===== src/rtl/wb_arbiter_pkg.sv =====
// Shared types and constants for the writeback arbiter.
// Imported by the interface, the FIFO and the top.
package wb_arbiter_pkg;

  localparam int DATA_W = 32;
  localparam int ADDR_W = 5;

  localparam logic [ADDR_W-1:0] REG_ZERO = '0;

  typedef struct packed {
    logic              valid;
    logic              killed;
    logic [ADDR_W-1:0] rd;
    logic [DATA_W-1:0] data;
  } wb_entry_t;

  typedef enum logic [1:0] {
    SEL_NONE,
    SEL_PIPE,
    SEL_FIFO
  } wb_sel_e;

endpackage


===== src/rtl/wb_arbiter_if.sv =====
// Bus bundle between the pipeline/long-latency sources,
// decode hazard query and the regfile write port.
interface wb_arbiter_if #(
  parameter int CW = 3
);
  import wb_arbiter_pkg::*;

  logic              p_valid;
  logic              p_wen;
  logic [ADDR_W-1:0] p_rd;
  logic [DATA_W-1:0] p_data;
  logic              p_stall;

  logic              l_valid;
  logic              l_ready;
  logic [ADDR_W-1:0] l_rd;
  logic [DATA_W-1:0] l_data;

  logic [ADDR_W-1:0] q_rs;
  logic [ADDR_W-1:0] q_rt;
  logic              q_rs_busy;
  logic              q_rt_busy;

  logic [ADDR_W-1:0] W_write_rd;
  logic [DATA_W-1:0] W_write_data;
  logic              W_en;
  logic [CW-1:0]     fifo_count;

  modport slave (
    input  p_valid, p_wen, p_rd, p_data,
    input  l_valid, l_rd, l_data,
    input  q_rs, q_rt,
    output p_stall, l_ready,
    output q_rs_busy, q_rt_busy,
    output W_write_rd, W_write_data, W_en,
    output fifo_count
  );

  modport master (
    output p_valid, p_wen, p_rd, p_data,
    output l_valid, l_rd, l_data,
    output q_rs, q_rt,
    input  p_stall, l_ready,
    input  q_rs_busy, q_rt_busy,
    input  W_write_rd, W_write_data, W_en,
    input  fifo_count
  );

endinterface


===== src/rtl/wb_fifo.sv =====
// Circular buffer of long-latency results with
// kill-by-rd and a parallel rd match for hazards.
module wb_fifo
  import wb_arbiter_pkg::*;
#(
  parameter int DEPTH = 4,
  localparam int PW = $clog2(DEPTH),
  localparam int CW = PW + 1
) (
  input  logic              clk,
  input  logic              rst,
  input  logic              push,
  input  logic [ADDR_W-1:0] push_rd,
  input  logic [DATA_W-1:0] push_data,
  input  logic              pop,
  input  logic              kill_en,
  input  logic [ADDR_W-1:0] kill_rd,
  input  logic [ADDR_W-1:0] q_rs,
  input  logic [ADDR_W-1:0] q_rt,
  output wb_entry_t         head,
  output logic [CW-1:0]     count,
  output logic              full,
  output logic              empty,
  output logic              rs_hit,
  output logic              rt_hit
);

  wb_entry_t       mem [DEPTH];
  logic [PW-1:0]   wr_ptr;
  logic [PW-1:0]   rd_ptr;

  always_ff @(posedge clk or negedge rst) begin
    if (!rst) begin
      for (int i = 0; i < DEPTH; i++) mem[i] <= '0;
      wr_ptr <= '0;
      rd_ptr <= '0;
      count  <= '0;
    end else begin
      // a same-cycle push lands in a free slot, so it is never killed
      for (int i = 0; i < DEPTH; i++) begin
        if (kill_en && mem[i].valid && mem[i].rd == kill_rd)
          mem[i].killed <= 1'b1;
      end
      if (pop) begin
        mem[rd_ptr].valid <= 1'b0;
        rd_ptr <= rd_ptr + PW'(1);
      end
      if (push) begin
        mem[wr_ptr] <= '{valid: 1'b1, killed: 1'b0,
                         rd: push_rd, data: push_data};
        wr_ptr <= wr_ptr + PW'(1);
      end
      unique case ({push, pop})
        2'b10:   count <= count + CW'(1);
        2'b01:   count <= count - CW'(1);
        default: count <= count;
      endcase
    end
  end

  always_comb begin
    rs_hit = 1'b0;
    rt_hit = 1'b0;
    for (int i = 0; i < DEPTH; i++) begin
      if (mem[i].valid && !mem[i].killed) begin
        if (mem[i].rd == q_rs) rs_hit = 1'b1;
        if (mem[i].rd == q_rt) rt_hit = 1'b1;
      end
    end
  end

  assign head  = mem[rd_ptr];
  assign full  = (count == CW'(DEPTH));
  assign empty = (count == '0);

endmodule


===== src/rtl/wb_arbiter.sv =====
// Writeback stage: merges pipeline and long-latency
// results onto the single regfile write port.
module wb_arbiter
  import wb_arbiter_pkg::*;
#(
  parameter int FIFO_DEPTH   = 4,
  parameter int STARVE_LIMIT = 8
) (
  input logic         clk,
  input logic         rst,
  wb_arbiter_if.slave bus
);

  localparam int CW = $clog2(FIFO_DEPTH) + 1;
  localparam int SW = $clog2(STARVE_LIMIT + 1);

  wb_entry_t     head;
  logic [CW-1:0] count;
  logic          full;
  logic          empty;
  logic          rs_hit;
  logic          rt_hit;
  logic          live;
  logic          push;
  logic          pop;
  logic          pipe_wr;
  wb_sel_e       sel;
  logic [SW-1:0] starve;

  logic              w_en;
  logic [ADDR_W-1:0] w_rd;
  logic [DATA_W-1:0] w_data;

  assign pipe_wr = bus.p_valid && bus.p_wen &&
                   bus.p_rd != REG_ZERO;

  always_comb begin
    sel = SEL_NONE;
    if (bus.p_stall && !empty)  sel = SEL_FIFO;
    else if (pipe_wr)           sel = SEL_PIPE;
    else if (!empty)            sel = SEL_FIFO;
  end

  assign pop  = (sel == SEL_FIFO);
  assign push = bus.l_valid && bus.l_ready &&
                bus.l_rd != REG_ZERO;

  wb_fifo #(.DEPTH(FIFO_DEPTH)) u_fifo (
    .clk       (clk),
    .rst       (rst),
    .push      (push),
    .push_rd   (bus.l_rd),
    .push_data (bus.l_data),
    .pop       (pop),
    .kill_en   (sel == SEL_PIPE),
    .kill_rd   (bus.p_rd),
    .q_rs      (bus.q_rs),
    .q_rt      (bus.q_rt),
    .head      (head),
    .count     (count),
    .full      (full),
    .empty     (empty),
    .rs_hit    (rs_hit),
    .rt_hit    (rt_hit)
  );

  // ready is held low until the first edge after reset release
  always_ff @(posedge clk or negedge rst) begin
    if (!rst) live <= 1'b0;
    else      live <= 1'b1;
  end

  always_ff @(posedge clk or negedge rst) begin
    if (!rst) begin
      w_en   <= 1'b0;
      w_rd   <= '0;
      w_data <= '0;
    end else begin
      unique case (sel)
        SEL_PIPE: begin
          w_en   <= 1'b1;
          w_rd   <= bus.p_rd;
          w_data <= bus.p_data;
        end
        SEL_FIFO: begin
          w_en   <= head.valid && !head.killed;
          w_rd   <= head.rd;
          w_data <= head.data;
        end
        default: w_en <= 1'b0;
      endcase
    end
  end

  always_ff @(posedge clk or negedge rst) begin
    if (!rst)
      starve <= '0;
    else if (full && !pop)
      starve <= (starve == SW'(STARVE_LIMIT)) ?
                starve : starve + SW'(1);
    else
      starve <= '0;
  end

  assign bus.p_stall      = (starve == SW'(STARVE_LIMIT));
  assign bus.l_ready      = live && !full;
  assign bus.fifo_count   = count;
  assign bus.W_en         = w_en;
  assign bus.W_write_rd   = w_rd;
  assign bus.W_write_data = w_data;

  assign bus.q_rs_busy = (bus.q_rs != REG_ZERO) &&
    (rs_hit || (w_en && w_rd == bus.q_rs));
  assign bus.q_rt_busy = (bus.q_rt != REG_ZERO) &&
    (rt_hit || (w_en && w_rd == bus.q_rt));

endmodule


===== src/flat_wrapper.sv =====
// flat-port wrapper written by rule: the top's interface ports become plain ports
module wb_arbiter_flat import wb_arbiter_pkg::*;
#(
  parameter int FIFO_DEPTH   = 4,
  parameter int STARVE_LIMIT = 8
)
  (clk, rst, bus_p_valid, bus_p_wen, bus_p_rd, bus_p_data, bus_l_valid, bus_l_rd, bus_l_data, bus_q_rs, bus_q_rt, bus_p_stall, bus_l_ready, bus_q_rs_busy, bus_q_rt_busy, bus_W_write_rd, bus_W_write_data, bus_W_en, bus_fifo_count);
  wb_arbiter_if #(.CW(3)) bus_i ();
  input logic clk;
  input logic rst;
  input wire logic [$bits(bus_i.p_valid)-1:0] bus_p_valid;
  input wire logic [$bits(bus_i.p_wen)-1:0] bus_p_wen;
  input wire logic [$bits(bus_i.p_rd)-1:0] bus_p_rd;
  input wire logic [$bits(bus_i.p_data)-1:0] bus_p_data;
  input wire logic [$bits(bus_i.l_valid)-1:0] bus_l_valid;
  input wire logic [$bits(bus_i.l_rd)-1:0] bus_l_rd;
  input wire logic [$bits(bus_i.l_data)-1:0] bus_l_data;
  input wire logic [$bits(bus_i.q_rs)-1:0] bus_q_rs;
  input wire logic [$bits(bus_i.q_rt)-1:0] bus_q_rt;
  output wire logic [$bits(bus_i.p_stall)-1:0] bus_p_stall;
  output wire logic [$bits(bus_i.l_ready)-1:0] bus_l_ready;
  output wire logic [$bits(bus_i.q_rs_busy)-1:0] bus_q_rs_busy;
  output wire logic [$bits(bus_i.q_rt_busy)-1:0] bus_q_rt_busy;
  output wire logic [$bits(bus_i.W_write_rd)-1:0] bus_W_write_rd;
  output wire logic [$bits(bus_i.W_write_data)-1:0] bus_W_write_data;
  output wire logic [$bits(bus_i.W_en)-1:0] bus_W_en;
  output wire logic [$bits(bus_i.fifo_count)-1:0] bus_fifo_count;
  assign bus_i.p_valid = bus_p_valid;
  assign bus_i.p_wen = bus_p_wen;
  assign bus_i.p_rd = bus_p_rd;
  assign bus_i.p_data = bus_p_data;
  assign bus_i.l_valid = bus_l_valid;
  assign bus_i.l_rd = bus_l_rd;
  assign bus_i.l_data = bus_l_data;
  assign bus_i.q_rs = bus_q_rs;
  assign bus_i.q_rt = bus_q_rt;
  assign bus_p_stall = bus_i.p_stall;
  assign bus_l_ready = bus_i.l_ready;
  assign bus_q_rs_busy = bus_i.q_rs_busy;
  assign bus_q_rt_busy = bus_i.q_rt_busy;
  assign bus_W_write_rd = bus_i.W_write_rd;
  assign bus_W_write_data = bus_i.W_write_data;
  assign bus_W_en = bus_i.W_en;
  assign bus_fifo_count = bus_i.fifo_count;
  wb_arbiter #(.FIFO_DEPTH(FIFO_DEPTH), .STARVE_LIMIT(STARVE_LIMIT)) u_core (.clk(clk), .rst(rst), .bus(bus_i));
endmodule

===== config.mk =====
export PLATFORM = sky130hd
export DESIGN_NAME = wb_arbiter_flat
export DESIGN_NICKNAME = d
export VERILOG_FILES = /design/src/rtl/wb_arbiter_pkg.sv /design/src/rtl/wb_arbiter_if.sv /design/src/rtl/wb_fifo.sv /design/src/rtl/wb_arbiter.sv /design/src/flat_wrapper.sv
export SDC_FILE = /design/constraint.sdc
export NUM_CORES = 1
export LEC_CHECK = 0
export ABC_AREA = 1
export CORE_MARGIN = 2
export CORE_UTILIZATION = 30
export DETAILED_ROUTE_END_ITERATION = 6
export PLACE_DENSITY = 0.49
export SLEW_MARGIN = 20
export SYNTH_ARGS = -nofsm -noshare
export SYNTH_HDL_FRONTEND = slang
export SYNTH_HIERARCHICAL = 1
export SYNTH_SLANG_ARGS = --single-unit

===== constraint.sdc =====
create_clock -name clk -period 2.7 [get_ports clk]
set_input_delay 0.81 -clock clk [delete_from_list [all_inputs] [get_ports clk]]
set_output_delay 0.81 -clock clk [all_outputs]
set_load 0.05 [all_outputs]

==> flow_metrics.env <==
export IMPL_drv_slew=0
export IMPL_totalWireLength_mm=34.7
export IMPL_synth_warning_count=6
export IMPL_slowest_delay_ns=0.43
export IMPL_ctsHtreeMaxLevel=1
export IMPL_wl_per_cell_um=17.1
export IMPL_total_power_uw=16700
export IMPL_clk_path_buf_depth=3
export IMPL_setup_tns_ns=-0.282
export IMPL_register_area_mm2=0.00518
export IMPL_drtAntennaViolNets=0
export IMPL_relSlewSlack_pct=43.4
export IMPL_yosysTopAreaCell="dfrtp_1"
export IMPL_pre_cts_ws_ns=-0.653
export IMPL_synth_cell_types=29
export IMPL_ios=134
export IMPL_vias=9884
export IMPL_worst_clock_skew_ns=0.0110
export IMPL_rr_endpoint="u_core/u_fifo/mem[115]$_DFF_PN0_"
export IMPL_n_fill_cell=3686
export IMPL_hold_viol=0
export IMPL_viasPerCell=4.87
export IMPL_synthFlopType="dfrtp_1"
export IMPL_clk_pin_slew_ns=0.06
export IMPL_crit_path_start_kind="flop"
export IMPL_period_share_pct=105
export IMPL_synth_seq_cells=206
export IMPL_clock_latency_ns=0.52
export IMPL_layout_nets=1654
export IMPL_status="finished, violations left"
export IMPL_min_path_type="input port to async pin"
export IMPL_die_w_um=194
export IMPL_drv_cap=0
export IMPL_syn_nets=1482
export IMPL_root_buffer="clkbuf_16"
export IMPL_cp_top_family="simple AND/OR/NAND/NOR gates"
export IMPL_drt_iter0_drc=687
export IMPL_critPathArrivalTime_ns=2.04
export IMPL_r2r_cells=11
export IMPL_peakVddDrop_uv=480
export IMPL_yosysMostFrequentCell="nand2_1"
export IMPL_whs_ns=0.153
export IMPL_fin_cells=2030
export IMPL_overflow=0
export IMPL_cp_max_fo=4
export IMPL_synthArstFlopShare_pct=100
export IMPL_placementRows=69
export IMPL_reg2reg_slack_ns=0.27
export IMPL_gp_congestion=0.922
export IMPL_grt_pass1_vias=9580
export IMPL_crit_buf_inv=4
export IMPL_cts_sinks=206
export IMPL_track_usage_pct=18.2
export IMPL_path_cells="buf_4, nand2_1, nand2_1, nor2_1, nand3_1, nand2_1, inv_1, nand2_2, inv_2, nand2_2, a21oi_4, a21oi_4, buf_12"
export IMPL_grt_max_degree=76
export IMPL_route_detailed_drc=0
export IMPL_grt_first_pass_wirelength_mm=55.2
export IMPL_numPlacedInstances=1963
export IMPL_area_growth_pct=29.6
export IMPL_fin_ws_ns=-0.145
export IMPL_initial_core_util_pct=30.4
export IMPL_yosysSeqAreaShare_pct=47.8
export IMPL_diodes=0
export IMPL_cpMaxStageDelayCell="dfrtp_2"
export IMPL_first_pass_iters=5
export IMPL_dp_hpwl_mm=23.5
export IMPL_finalSetupViolCount=2
export IMPL_synth_edf_count=0
export IMPL_die_h_um=194
export IMPL_syn_instance_count=1381
export IMPL_power_leakage_uw=0.00667
export IMPL_core_mm2=0.0355
export IMPL_dieArea_mm2=0.0375
export IMPL_worst_slew_pin_slew_ns=0.849
export IMPL_fmax_mhz=351
export IMPL_rsz0062_at_grt="true"
export IMPL_netlist_top_cells_count="nand2_1 (359), dfrtp_1 (206), o21ai_0 (188)"
export IMPL_required_ns=1.89
export IMPL_multi_input_area_mm2=0.00476
export IMPL_synthTopCellsByArea="dfrtp_1 (48%), nand2_1 (12%), o21ai_0 (8.7%)"
export IMPL_synth_area_per_cell_um2=7.82
export IMPL_r2r_start="u_core/u_fifo/count[0]$_DFFE_PN0P_"
export IMPL_post_route_min_period_ns=2.85
export IMPL_cpMostUsedCell="nand2_1"
export IMPL_cts_hold_buf=0
export IMPL_cts_tree="built"
export IMPL_worstSetupPathType="flop to output pin"
export IMPL_drive_gt1_share_pct=16.9
export IMPL_cts_buffers=25
export IMPL_failed_checks="setup timing"
export IMPL_post_synth_top_area_fraction_pct=47.8
export IMPL_io_buffers=133
export IMPL_antenna_found_initial=0
export IMPL_p_per_area_mw_per_mm2=1190
export IMPL_end_kind="output pin"
export IMPL_synth_area_mm2=0.0108
## metrics by stage
stage	cell area [um2]	utilization, %
5_1_grt	14000	39.4
4_1_cts	13900	39.0
2_1_floorplan	10800	-
3_3_place_gp	12900	36.3
6_report	14000	39.4
3_5_place_dp	12900	36.3
## timing repair
| action | in CTS | in global routing |
|---|---|---|
| endpoints found under the hold margin | 0 | 0 |
| pin swaps | 24 | 23 |
| resized for setup | 105 | 34 |
| setup endpoints to repair | 2 | 3 |
| setup buffers | 14 | 10 |
## cell usage in the layout, fill, tap and decap left out, types with 25 or more instances in the layout
| master | instances |
|---|---|
| nand2_1 | 343 |
| dfrtp_1 | 189 |
| o21ai_0 | 184 |
| nand3_1 | 134 |
| clkdlybuf4s50_1 | 118 |
| nor2_1 | 118 |
| inv_1 | 83 |
| buf_4 | 77 |
| o22ai_1 | 34 |
| inv_2 | 31 |
| o21ai_1 | 31 |
| o21ai_2 | 28 |
| clkbuf_16 | 25 |
## state kept, by name, indices dropped and copies added (netlist names)
signal,flops
u_core/u_fifo/mem,156
u_core/bus.W_en,1
u_core/u_fifo/wr_ptr,2
u_core/bus.W_write_rd,5
u_core/u_fifo/count,3
u_core/live,1
u_core/u_fifo/rd_ptr,2
u_core/starve,4
u_core/bus.W_write_data,32
## layout make-up
type                    count  share of cell area (%)
clock buffers              37                    5.29
well taps                 461                    4.12
clock inverters             6                   0.492
repair buffers            229                    15.9
multi-input cells         975                    34.0
inverters                 116                    3.13
flip-flops and latches    206                    37.0
## worst max path at each step
stage	from	end	depth (start not counted)
after global routing	u_core/u_fifo/mem[152]$_DFFE_PN0P_	bus_q_rs_busy	13
after floorplan	bus_q_rs[4]	bus_q_rs_busy	11
after detailed placement	bus_q_rt[3]	bus_q_rt_busy	13
after CTS	u_core/u_fifo/mem[33]$_DFFE_PN0P_	bus_q_rt_busy	13
final	u_core/u_fifo/mem[153]$_DFFE_PN0P_	bus_q_rt_busy	13
after global placement	bus_q_rt[3]	bus_q_rt_busy	13
## where the power goes
group,internal [uW],switching (uW)
Combinational,2960,4950
Clock,1990,1320
Sequential,4520,982
Total,9470,7250
## cells by family (layout without fill, tap and decap cells)
family	Yosys count	after routing	synth area share (%)
simple gates	632	632	24.0
compound gates	321	321	16.6
flops	206	206	47.8
buf+inv	200	388	9.37
fa+ha+maj	12	12	1.46
xor+xnor	9	9	0.730
other cells	1	1	0.0347
## layer usage
metal | global-route usage [%] | vias to the layer above | wire, um
met5 | 0 | - | 0
met3 | 2.30 | 44 | 1700
li1 | - | 4864 | -
met1 | 26.2 | 4729 | 16700
met4 | 3.59 | 0 | 596
met2 | 29.5 | 247 | 15700
Note: power is estimated with default switching activity, not from simulation.
